==> config.mk <==
export PLATFORM = sky130hd
export DESIGN_NAME = argmax_stream_10_16_flat
export DESIGN_NICKNAME = d
export VERILOG_FILES = /design/src/rtl/argmax_stream_10_16_if.sv /design/src/rtl/argmax_stream_10_16.sv /design/src/flat_wrapper.sv
export SDC_FILE = /design/constraint.sdc
export NUM_CORES = 1
export LEC_CHECK = 0
export BUFFER_PORTS_ARGS = -buffer_cell sky130_fd_sc_hd__clkbuf_2
export CORE_MARGIN = 8
export CORE_UTILIZATION = 56
export CTS_CLUSTER_SIZE = 28
export DETAILED_ROUTE_END_ITERATION = 10
export PLACE_DENSITY = 0.88
export SYNTH_ARGS = -nofsm -noshare
export SYNTH_HDL_FRONTEND = slang
export SYNTH_SLANG_ARGS = --single-unit
==> constraint.sdc <==
create_clock -name clk -period 5.05 [get_ports clk]
set_input_delay 1.01 -clock clk [delete_from_list [all_inputs] [get_ports clk]]
set_output_delay 1.01 -clock clk [all_outputs]
set_load 0.02 [all_outputs]
==> src/rtl/argmax_stream_10_16_if.sv <==
// Handshake bundle for argmax_stream_10_16: signed element stream in, argmax result out.
// master is the environment side, slave is the argmax block side.
interface argmax_stream_10_16_if #(
  parameter int unsigned T  = 16,
  parameter int unsigned IW = 4
);
  logic [T-1:0]  s_data_in_x;
  logic          s_valid_x;
  logic          s_ready_x;
  logic [IW-1:0] m_data_out_y;
  logic [T-1:0]  m_max_y;
  logic          m_valid_y;
  logic          m_ready_y;

  modport master (
    output s_data_in_x,
    output s_valid_x,
    input  s_ready_x,
    input  m_data_out_y,
    input  m_max_y,
    input  m_valid_y,
    output m_ready_y
  );

  modport slave (
    input  s_data_in_x,
    input  s_valid_x,
    output s_ready_x,
    output m_data_out_y,
    output m_max_y,
    output m_valid_y,
    input  m_ready_y
  );
endinterface

==> src/rtl/argmax_stream_10_16.sv <==
// Streaming argmax: consumes N signed elements per vector and emits the index and value of
// the largest one (earliest index wins ties) through a single registered output slot.
module argmax_stream_10_16 #(
  parameter int unsigned N  = 10,
  parameter int unsigned T  = 16,
  parameter int unsigned IW = $clog2(N)
) (
  input logic                  clk,
  input logic                  reset,
  argmax_stream_10_16_if.slave bus
);

  logic [IW-1:0]       cnt_q;
  logic [IW-1:0]       run_idx_q;
  logic signed [T-1:0] run_max_q;
  logic [IW-1:0]       out_idx_q;
  logic signed [T-1:0] out_max_q;
  logic                out_valid_q;

  logic signed [T-1:0] x;
  logic signed [T-1:0] win_max;
  logic [IW-1:0]       win_idx;
  logic                last;
  logic                s_ready;
  logic                in_xfer;
  logic                out_xfer;

  assign x        = bus.s_data_in_x;
  assign last     = (cnt_q == IW'(N - 1));
  assign out_xfer = out_valid_q && bus.m_ready_y;
  // Only the closing element needs the output slot, so only it can be stalled.
  assign s_ready  = !last || !out_valid_q || bus.m_ready_y;
  assign in_xfer  = bus.s_valid_x && s_ready;

  // Winner including the element currently on the input; strict > keeps the earliest index.
  always_comb begin
    win_max = run_max_q;
    win_idx = run_idx_q;
    if (cnt_q == '0) begin
      win_max = x;
      win_idx = '0;
    end else if (x > run_max_q) begin
      win_max = x;
      win_idx = cnt_q;
    end
  end

  always_ff @(posedge clk) begin
    if (reset) begin
      cnt_q       <= '0;
      run_idx_q   <= '0;
      run_max_q   <= '0;
      out_idx_q   <= '0;
      out_max_q   <= '0;
      out_valid_q <= 1'b0;
    end else begin
      if (in_xfer) begin
        cnt_q     <= last ? '0 : cnt_q + 1'b1;
        run_max_q <= win_max;
        run_idx_q <= win_idx;
      end
      // A closing element reloads the slot even while it drains, giving back-to-back results.
      if (in_xfer && last) begin
        out_valid_q <= 1'b1;
        out_max_q   <= win_max;
        out_idx_q   <= win_idx;
      end else if (out_xfer) begin
        out_valid_q <= 1'b0;
      end
    end
  end

  assign bus.s_ready_x    = s_ready;
  assign bus.m_data_out_y = out_idx_q;
  assign bus.m_max_y      = out_max_q;
  assign bus.m_valid_y    = out_valid_q;

endmodule

==> src/flat_wrapper.sv <==
// flat-port wrapper written by rule: the top's interface ports become plain ports
module argmax_stream_10_16_flat 
#(
  parameter int unsigned N  = 10,
  parameter int unsigned T  = 16,
  parameter int unsigned IW = $clog2(N)
)
  (clk, reset, bus_s_data_in_x, bus_s_valid_x, bus_s_ready_x, bus_m_data_out_y, bus_m_max_y, bus_m_valid_y, bus_m_ready_y);
  argmax_stream_10_16_if #(.T(T), .IW(IW)) bus_i ();
  input logic clk;
  input logic reset;
  input wire logic [$bits(bus_i.s_data_in_x)-1:0] bus_s_data_in_x;
  input wire logic [$bits(bus_i.s_valid_x)-1:0] bus_s_valid_x;
  output wire logic [$bits(bus_i.s_ready_x)-1:0] bus_s_ready_x;
  output wire logic [$bits(bus_i.m_data_out_y)-1:0] bus_m_data_out_y;
  output wire logic [$bits(bus_i.m_max_y)-1:0] bus_m_max_y;
  output wire logic [$bits(bus_i.m_valid_y)-1:0] bus_m_valid_y;
  input wire logic [$bits(bus_i.m_ready_y)-1:0] bus_m_ready_y;
  assign bus_i.s_data_in_x = bus_s_data_in_x;
  assign bus_i.s_valid_x = bus_s_valid_x;
  assign bus_s_ready_x = bus_i.s_ready_x;
  assign bus_m_data_out_y = bus_i.m_data_out_y;
  assign bus_m_max_y = bus_i.m_max_y;
  assign bus_m_valid_y = bus_i.m_valid_y;
  assign bus_i.m_ready_y = bus_m_ready_y;
  argmax_stream_10_16 #(.N(N), .T(T), .IW(IW)) u_core (.clk(clk), .reset(reset), .bus(bus_i));
endmodule
Word level (Yosys, flattened, before mapping)
Cells that the tools add are included.
{"block": "totals", "elab_cells": 25, "ff_bits": 45, "out_inout_bits": 22}
{"block": "op_classes", "muxes": 7, "eq_ne": 1, "n_lt_le_gt_ge": 1, "addsub": 1, "n_reduce_logical": 9}
{"operator": "16-bit two-way mux", "n": 2}
{"operator": "16-bit greater-than comparator", "n": 1}
{"operator": "4-bit two-way mux", "n": 3}
{"operator": "4-bit by 1-bit adder with 4-bit output, second input constant", "n": 1}
{"operator": "4-bit == test, second input constant", "n": 1}
{"operator": "4-bit zero test", "n": 1}
{"operator": "1-bit logical AND", "n": 3}
{"operator": "1-bit zero test", "n": 2}
{"operator": "1-bit logical OR", "n": 2}
{"operator": "1-bit two-way mux", "n": 2}
{"operator": "2-bit nonzero test", "n": 1}

Depth between registers and ports, before layout
Gate-level depths: netlist of the first run.
{"block": "logic_depth", "depth_word": 7, "ltp_mapped": 10}

Worst setup path before layout of the first run
No wires, ideal clock.
{"block": "synth_path", "kind": "input port to flip-flop", "from": "input bus_s_data_in_x[5]", "to": "register u_core.out_idx_q[0] (netlist: u_core.bus.m_data_out_y[0])", "n_path_buf": 0, "cell_stages": 7, "required_ns": 4.930, "arrival_ns": 2.714, "setup_slack_ns": 2.217, "cell_sequence": "ha_1 -> a21oi_1 -> o21ai_1 -> a2111oi_4 -> nand2_1 -> mux2_2 -> o31a_1"}
{"block": "synth_via", "elab_chain_len": 3}
{"item": "start, declared", "line_no": "flat_wrapper.sv:12", "rtl": "input wire logic [$bits(bus_i.s_data_in_x)-1:0] bus_s_data_in_x;"}
{"item": "16-bit greater-than comparator", "line_no": "argmax_stream_10_16.sv:42", "rtl": "end else if (x > run_max_q) begin"}
{"item": "4-bit two-way mux", "line_no": "argmax_stream_10_16.sv:42"}
{"item": "4-bit two-way mux", "line_no": "argmax_stream_10_16.sv:39", "rtl": "if (cnt_q == '0) begin"}
{"item": "end signal, assigned", "line_no": "argmax_stream_10_16.sv:66", "rtl": "out_idx_q <= win_idx;"}
{"item": "end, declared", "line_no": "argmax_stream_10_16.sv:16", "rtl": "logic [IW-1:0] out_idx_q;"}
Every way passes these cells.
A chain may end at the register's enable or synchronous reset.

Worst setup path in the final report of the first run
{"block": "layout_path", "from": "input bus_s_data_in_x[6]", "to": "register u_core.out_max_q[7] (netlist: u_core.bus.m_max_y[7])"}
{"block": "layout_via", "elab_chain_len": 3}
{"item": "16-bit greater-than comparator", "line_no": "argmax_stream_10_16.sv:42"}
{"item": "16-bit two-way mux", "line_no": "argmax_stream_10_16.sv:42"}
{"item": "16-bit two-way mux", "line_no": "argmax_stream_10_16.sv:39"}
{"item": "end signal, assigned", "line_no": "argmax_stream_10_16.sv:65", "rtl": "out_max_q <= win_max;"}
{"item": "end, declared", "line_no": "argmax_stream_10_16.sv:17", "rtl": "logic signed [T-1:0] out_max_q;"}
Every way passes these cells.

==> results_dict.tcl, run 1 <==
set metrics [dict create \
    cts_setup_buffers 0 \
    fin_crit_sh_pct 67.7 \
    holdBufCountCts 0 \
    grt_overflow 0 \
    worstReg2RegEnd "u_core.bus.m_max_y[7]" \
    port-buffer-count 41 \
    cp_max_fo 20 \
    dpl.hpwl_mm 4.22 \
    antenna_found_initial 0 \
    ys_top_cells_by_area "dfxtp_1 35%, ha_1 7.7%, a311oi_1 5.7%" \
    synth_top_area_share_pct 34.6 \
    critPathKind "input pin to register" \
    run_status "completed" \
    post_cts_resized 0 \
    p_sw_mw 0.218 \
    cts_sinks 45 \
    fin_setup_tns_ps 0 \
    coreArea_sq_um 4600 \
    syn-cell-area_sq_um 2610 \
    rsz0062_at_grt "false" \
    cts_buffers 5 \
    routed_via_density 6.28 \
    seqPwrFrac_pct 45.5 \
    vias 2406 \
    clockBufferDepth 2 \
    synth_area_leader_cell "dfxtp_1" \
    worstReg2RegStart "u_core.run_max_q[6]" \
    syn_nets 340 \
    area_growth_pct 9.70 \
    final-setup-viol-count 0 \
    vdd_drop_max_v 0.000135 \
    start_util_pct 56.7 \
    dieArea_sq_um 7090 \
    clock_latency_ps 300 \
    reg2reg_depth 8 \
    leakage_nw 1.17 \
    hold_path_class "register to register" \
    worstHoldStart "u_core.run_idx_q[1]" \
    ys_ff_latch 45 \
    cp-start-kind "input pin" \
    ios 42 \
    endpoint_kind "register" \
    fin_area_sq_um 2860 \
    drt_iter0_markers 243 \
    first_pass_iters 5 \
    hold_depth 1 \
    grt_pass1_vias 2325 \
    cap_violations 0 \
    cts_htree_levels 2 \
    hold_violations 0 \
    period_needed_ps 3420 \
    root_buffer "clkbuf_8" \
    grtUsageTotal_pct 17.1 \
    place_area_sq_um 2730 \
    grt_max_degree 46 \
    drtAntennaViolNets 0 \
    gp_congestion 0.836 \
    synthCells 304 \
    cts_tree "built" \
    num-fill-cells 375 \
    tightest_slew_ps 925 \
    hold_path_end "u_core.bus.m_data_out_y[1]" \
    die_w_microns 84.2 \
    dieHeight_microns 84.2 \
    yosysWarnings 0 \
    clkPwrFrac_pct 38.9 \
    drv_slew 0 \
    p_int_mw 0.611 \
    yosysSeqAreaShare_pct 34.6 \
    async_flop_share_pct 0 \
    wl_mm 6.32 \
    skew_ps 5.80 \
    layout.nets 364 \
    yosys.cell_count.top_type "dfxtp_1" \
    antenna_cells 0 \
    max_clock_freq_ghz 0.293 \
    p_comb_share_pct 15.6 \
    drcViolationCount 0 \
    synth_edf_count 0 \
    crit_arrival_ps 3610 \
    multi_input_area_sq_um 1450 \
    clk_pin_slew_ps 90 \
    layout-drive-gt1-share_pct 19.8 \
    rows 25 \
    avgRoutedWirePerCell_microns 16.5 \
    yosysUniqueCellTypes 44 \
    required_ps 5250 \
    p_sw_share_pct 26.3 \
    pwr_density_cell_nw_per_um2 290 \
    grt_pass1_wl_mm 10.5 \
    timing.max_slew.rel_slack_pct 38.3 \
    avgSynthCellArea_sq_um 8.57 \
    r2r_slack_ps 2020 \
    ys.flop_type "dfxtp_1" \
    synth_commonest_cells "45 x dfxtp_1, 30 x nor2_1, 24 x a21oi_1" \
    seqCellArea_sq_um 901 \
]
through the flow:
stage               utilization, %  instances  hold slack (ps)  power (mW)  worst slack (ps)
finish                        62.2        383              474       0.828              1630
global route                  62.2        383              495       0.860              1420
CTS                           62.2        383              470       0.830              1650
detailed placement            59.3        375              459       0.511              1360
global placement              59.3        375              451       0.506              1430
floorplan                        -        304              440       0.485              2220
how the worst max path moves through the flow:
stage               cells after the start                    endpoint  slack, ps               start
CTS                                     8       u_core.bus.m_max_y[7]       1650  bus_s_data_in_x[6]
detailed placement                      9       u_core.bus.m_max_y[1]       1360  bus_s_data_in_x[7]
finish                                  8       u_core.bus.m_max_y[7]       1630  bus_s_data_in_x[6]
global route                            9       u_core.bus.m_max_y[5]       1420  bus_s_data_in_x[5]
floorplan                               7  u_core.bus.m_data_out_y[0]       2220  bus_s_data_in_x[5]
global placement                        9       u_core.bus.m_max_y[5]       1430  bus_s_data_in_x[5]
cells by family (layout without fill, tap and decap cells):
logic type | after synthesis | count (layout) | synth area share (%)
compound gates | 98 | 98 | 26.6
simple gates | 95 | 95 | 19.9
buf+inv | 46 | 71 | 9.79
flops | 45 | 45 | 34.6
fa+ha+maj | 16 | 16 | 7.68
xor+xnor | 2 | 2 | 0.672
mux | 2 | 2 | 0.816
registers in the layout, summed over array words and instances (netlist names):
| register | count |
|---|---|
| u_core.bus.m_valid_y | 1 |
| u_core.bus.m_max_y | 16 |
| u_core.bus.m_data_out_y | 4 |
| u_core.cnt_q | 4 |
| u_core.run_max_q | 16 |
| u_core.run_idx_q | 4 |
power groups by stage:
stage	Clock, mW	Combinational, mW	Sequential (mW)
after floorplan	0	0.105	0.380
after global placement	0	0.122	0.384
after detailed placement	0	0.126	0.384
after CTS	0.326	0.128	0.376
after global routing	0.339	0.143	0.378
final	0.322	0.130	0.377
routing by layer:
| layer | part of all wire, % | global-route usage (%) | vias to the layer above |
|---|---|---|---|
| li1 | - | - | 1185 |
| met1 | 42 | 19.7 | 1121 |
| met2 | 49 | 28.6 | 90 |
| met3 | 6.8 | 4.65 | 10 |
| met4 | 2.0 | 7.38 | 0 |
| met5 | 0 | 0 | - |
final cells by class:
| class | count | share of cell area (%) |
|---|---|---|
| inverter | 17 | 2.23 |
| clock buffer | 5 | 2.41 |
| tap | 54 | 2.36 |
| multi-input combinational | 213 | 50.7 |
| clock inverter | 3 | 2.28 |
| sequential | 45 | 31.5 |
| timing repair buffer | 46 | 8.49 |
critical path: stages:
cell and delay (ps):
clkbuf_2 110, ha_1 310, nand4_1 220, a2111o_1 520, a21oi_2 620, buf_4 360
o21ai_0 140, a311oi_1 310
placed cells by master (no fill, tap or decap), types with 4 or more instances in the layout:
master	synthesis	layout
dfxtp_1	45	45
clkbuf_2	0	41
nor2_1	30	30
a21oi_1	24	24
nand4_1	19	19
nand3_1	18	18
inv_1	17	17
a311oi_1	17	17
o21ai_1	15	16
o31ai_1	16	16
ha_1	16	16
nand2_1	7	7
o31a_1	6	6
nor2b_1	5	5
clkbuf_8	0	5
buf_4	4	5
o21ai_0	5	4
No activity file was read; power rests on OpenSTA's default activity.
==> run 2, diff against run 1 <==
clock period = 3.2 ns   (was 5.05 ns; I/O delays follow)
==> run 2 against run 1 <==
Effect of this change: clock skew is 2.2 ps lower; clock power rose by 9.0%; via count fell by 0.96%; largest power group unchanged; highest routed layer unchanged.
==> results_dict.tcl, run 2 (same netlist as run 1, synthesis figures left out) <==
set metrics [dict create \
    run_status "completed" \
    drv_slew 0 \
    vdd_drop_max_v 0.000159 \
    layout.nets 370 \
    vias 2383 \
    area_growth_pct 9.60 \
    grt_pass1_vias 2255 \
    gp_congestion 0.868 \
    pwr_density_cell_nw_per_um2 403 \
    reg2reg_depth 9 \
    cts_setup_buffers 0 \
    drtAntennaViolNets 0 \
    holdBufCountCts 0 \
    wl_mm 6.17 \
    routed_via_density 6.14 \
    cp_max_fo 12 \
    fin_area_sq_um 2860 \
    grt_pass1_wl_mm 10.3 \
    antenna_cells 0 \
    antenna_found_initial 0 \
    start_util_pct 56.7 \
    first_pass_iters 4 \
    cp-start-kind "input pin" \
    rows 25 \
    required_ps 3390 \
    fin_setup_tns_ps 0 \
    place_area_sq_um 2770 \
    layout-drive-gt1-share_pct 20.7 \
    period_needed_ps 2690 \
    final_common_cell "dfxtp_1" \
    timing.max_slew.rel_slack_pct 37.1 \
    grt_max_degree 46 \
    drt_iter0_markers 149 \
    cts_htree_levels 2 \
    cts_tree "built" \
    die_w_microns 84.2 \
    p_total_mw 1.15 \
    clockBufferDepth 2 \
    clk_pin_slew_ps 80 \
    dpl.hpwl_mm 4.37 \
    drcViolationCount 0 \
    endpoint_kind "register" \
    num-fill-cells 409 \
    grt_overflow 0 \
    dieHeight_microns 84.2 \
    leakage_nw 1.17 \
    final_cell_mix "45 x dfxtp_1, 41 x clkbuf_2, 30 x nor2_1" \
    skew_ps 3.61 \
    cts_buffers 5 \
    hold_path_class "register to register" \
    grtUsageTotal_pct 16.8 \
    max_clock_freq_ghz 0.372 \
    tightest_slew_ps 943 \
    coreArea_sq_um 4600 \
    cap_violations 0 \
    hold_depth 2 \
    root_buffer "clkbuf_8" \
    hold_violations 0 \
    crit_arrival_ps 2880 \
    fin_crit_sh_pct 84.0 \
    post_cts_resized 0 \
    critPathKind "input pin to register" \
    avgRoutedWirePerCell_microns 15.9 \
    port-buffer-count 41 \
    dieArea_sq_um 7090 \
    cts_sinks 45 \
    final-setup-viol-count 0 \
    clock_latency_ps 290 \
    rsz0062_at_grt "false" \
    ios 42 \
]
-- run 2: cell types whose count changed in the layout (fill, tap and decap cells not counted) --
cell	previous run	this run
clkinv_2	1	0
clkbuf_1	0	1
buf_4	5	11
bufinv_16	2	0
clkbuf_8	5	6
-- run 2: final cells by class --
class	instances	area (sq um)	share of cell area [%]
multi-input cells	213	1450	50.8
well taps	54	67.6	2.37
repair buffers	52	288	10.1
inverters	17	63.8	2.23
clock buffers	7	86.3	3.02
flip-flops and latches	45	901	31.5
-- run 2: critical path, stage by stage --
cell	delay, ps
clkbuf_2	110
ha_1	330
a21oi_1	150
o21ai_1	110
a2111oi_4	510
and3b_1	440
buf_4	260
o21ai_1	70
a311oi_1	240
-- run 2: final timing paths --
check / startpoint / endpoint / slack [ps]
worst min register to register: u_core.run_max_q[5] / u_core.run_max_q[5] / 490
worst min-delay path: u_core.run_max_q[5] / u_core.run_max_q[5] / 490
worst max register to register: u_core.run_max_q[11] / u_core.bus.m_max_y[11] / 590
worst max-delay path: bus_s_data_in_x[5] / u_core.bus.m_max_y[11] / 510
-- run 2: per-stage QoR --
stage / util, % / hold slack, ps / setup WS [ps] / cells
after global routing: 62.1 / 495 / 297 / 388
after CTS: 62.1 / 485 / 510 / 388
after floorplan: - / 440 / 737 / 304
after global placement: 60.2 / 457 / 255 / 381
final: 62.1 / 486 / 512 / 388
after detailed placement: 60.2 / 469 / 218 / 381
-- run 2: per-layer routing --
metal	wire length [microns]	global-route usage (%)	vias to the layer above
met2	2990	28.3	68
li1	-	-	1194
met5	0	0	-
met3	330	3.48	7
met4	80	5.49	0
met1	2770	20.6	1114
-- run 2: where the power goes --
| group | total [mW] | internal [mW] | switching [mW] | leakage (nW) |
|---|---|---|---|---|
| clock | 0.351 | 0.172 | 0.179 | 0.0443 |
| combinational | 0.207 | 0.0805 | 0.127 | 0.762 |
| sequential | 0.594 | 0.577 | 0.0167 | 0.366 |
| total | 1.15 | 0.829 | 0.323 | 1.17 |
==> run 3, diff against run 2 <==
clock period = 2.6 ns   (was 3.2 ns; I/O delays follow)
==> run 3 against run 2 <==
Effect of this change: global-route usage increased by 0.73 points; clock-buffer cell count unchanged; first-iteration DRC count increased by 32%; design area increased by 4.5%; worst hold slack got worse by 12 ps; final cell count increased by 2.8%; total power increased by 36%; routed wire length increased by 3.9%; setup slack got worse by 350 ps; critical path depth unchanged; largest cell class unchanged; largest power group unchanged.
==> results_dict.tcl, run 3 (same netlist as run 1, synthesis figures left out) <==
set metrics [dict create \
    crit_arrival_ps 2660 \
    layout-drive-gt1-share_pct 23.5 \
    reg2reg_depth 9 \
    grtUsageTotal_pct 17.5 \
    timing.max_slew.rel_slack_pct 49.4 \
    seqCellArea_sq_um 901 \
    top_layer "met4" \
    clockBufferDepth 2 \
    required_ps 2810 \
    cts_buffers 5 \
    clk_pin_slew_ps 90 \
    holdBufCountCts 0 \
    period_needed_ps 2440 \
    start_util_pct 56.7 \
    num-fill-cells 380 \
    max_clock_freq_ghz 0.409 \
    drtAntennaViolNets 0 \
    avgRoutedWirePerCell_microns 16.1 \
    grt_max_degree 26 \
    root_buffer "clkbuf_8" \
    final_common_cell "dfxtp_1" \
    layout.nets 380 \
    routed_via_density 6.19 \
    rows 25 \
    grt_overflow 0 \
    met1_length_mm 2.84 \
    drcViolationCount 0 \
    dieArea_sq_um 7090 \
    endpoint_kind "register" \
    vdd_drop_max_v 0.000227 \
    dpl.hpwl_mm 4.53 \
    run_status "completed" \
    vias 2469 \
    place_area_sq_um 2860 \
    worstReg2RegEnd "u_core.bus.m_max_y[5]" \
    grt_pass1_vias 2379 \
    port-buffer-count 41 \
    cap_violations 0 \
    clock_latency_ps 310 \
    tightest_slew_ps 758 \
    post_cts_resized 0 \
    skew_ps 9.97 \
    drv_slew 0 \
    dp_slack_ps -60.5 \
    pwr_density_cell_nw_per_um2 525 \
    critPathKind "register to register" \
    cp-start-kind "register" \
    first_pass_iters 7 \
    hold_violations 0 \
    fin_ws_ps 157 \
    grt_pass1_wl_mm 10.7 \
    final-setup-viol-count 0 \
    cp_max_fo 13 \
    drt_iter0_markers 196 \
    fin_area_sq_um 2980 \
    area_growth_pct 14.5 \
    final_cell_mix "45 x dfxtp_1, 41 x clkbuf_2, 30 x nor2_1" \
    hold_depth 1 \
    coreArea_sq_um 4600 \
    gp_congestion 0.936 \
    worstHoldStart "u_core.run_idx_q[3]" \
    r2r_slack_ps 160 \
    antenna_found_initial 0 \
    antenna_cells 0 \
    route.met3.wl_microns 336 \
    p_total_mw 1.57 \
    cts_tree "built" \
    cts_setup_buffers 0 \
    wl_met2_mm 3.14 \
    ios 42 \
    hold_path_class "register to register" \
    hold_path_end "u_core.run_idx_q[3]" \
    worstReg2RegStart "u_core.run_max_q[13]" \
    cts_sinks 45 \
    fin_util_pct 64.9 \
    wl_mm 6.41 \
    multi_input_area_sq_um 1460 \
    dieHeight_microns 84.2 \
    die_w_microns 84.2 \
    leakage_nw 1.23 \
    cts_htree_levels 2 \
    fin_crit_sh_pct 93.9 \
]
## run 3: worst max-delay path, stage by stage (launching register included)
cell and delay [ps]:
dfxtp_1 360, inv_1 50, ha_1 330, a21o_1 210
a211oi_1 390, o21ai_1 150, and3b_2 290, buf_4 210
o21ai_1 90, a311oi_2 260
## run 3: cell type report
| cell class | count | area share, % |
|---|---|---|
| clock buffers | 7 | 2.89 |
| inverters | 17 | 2.14 |
| well taps | 54 | 2.26 |
| repair buffers | 62 | 12.6 |
| clock inverters | 1 | 1.01 |
| multi-input cells | 213 | 48.9 |
| flip-flops and latches | 45 | 30.2 |
## run 3: worst max-delay path by stage
stage	startpoint	end	slack, ps
after detailed placement	bus_s_data_in_x[5]	u_core.bus.m_max_y[7]	-60
after floorplan	bus_s_data_in_x[5]	u_core.bus.m_data_out_y[0]	260
after CTS	u_core.run_max_q[7]	u_core.bus.m_max_y[0]	190
final	u_core.run_max_q[13]	u_core.bus.m_max_y[5]	160
after global routing	u_core.run_max_q[13]	u_core.bus.m_max_y[7]	-1
after global placement	bus_s_data_in_x[5]	u_core.bus.m_max_y[8]	-3
## run 3: metrics by stage
step,hold slack [ps],cells,setup TNS [ps]
after global placement,453,391,-3.47
final,475,399,0
after CTS,476,399,0
after floorplan,440,304,0
after detailed placement,460,391,-473
after global routing,480,399,-1.04
## run 3: power by group
| part | internal, mW | switching (mW) |
|---|---|---|
| registers | 0.711 | 0.0204 |
| clock network | 0.314 | 0.243 |
| logic | 0.114 | 0.165 |
| total | 1.14 | 0.428 |
## run 3: layer usage
| layer | global-route usage (%) | up-vias |
|---|---|---|
| met5 | 0 | - |
| met4 | 8.48 | 0 |
| met3 | 3.68 | 8 |
| met2 | 29.5 | 66 |
| met1 | 20.4 | 1175 |
| li1 | - | 1220 |
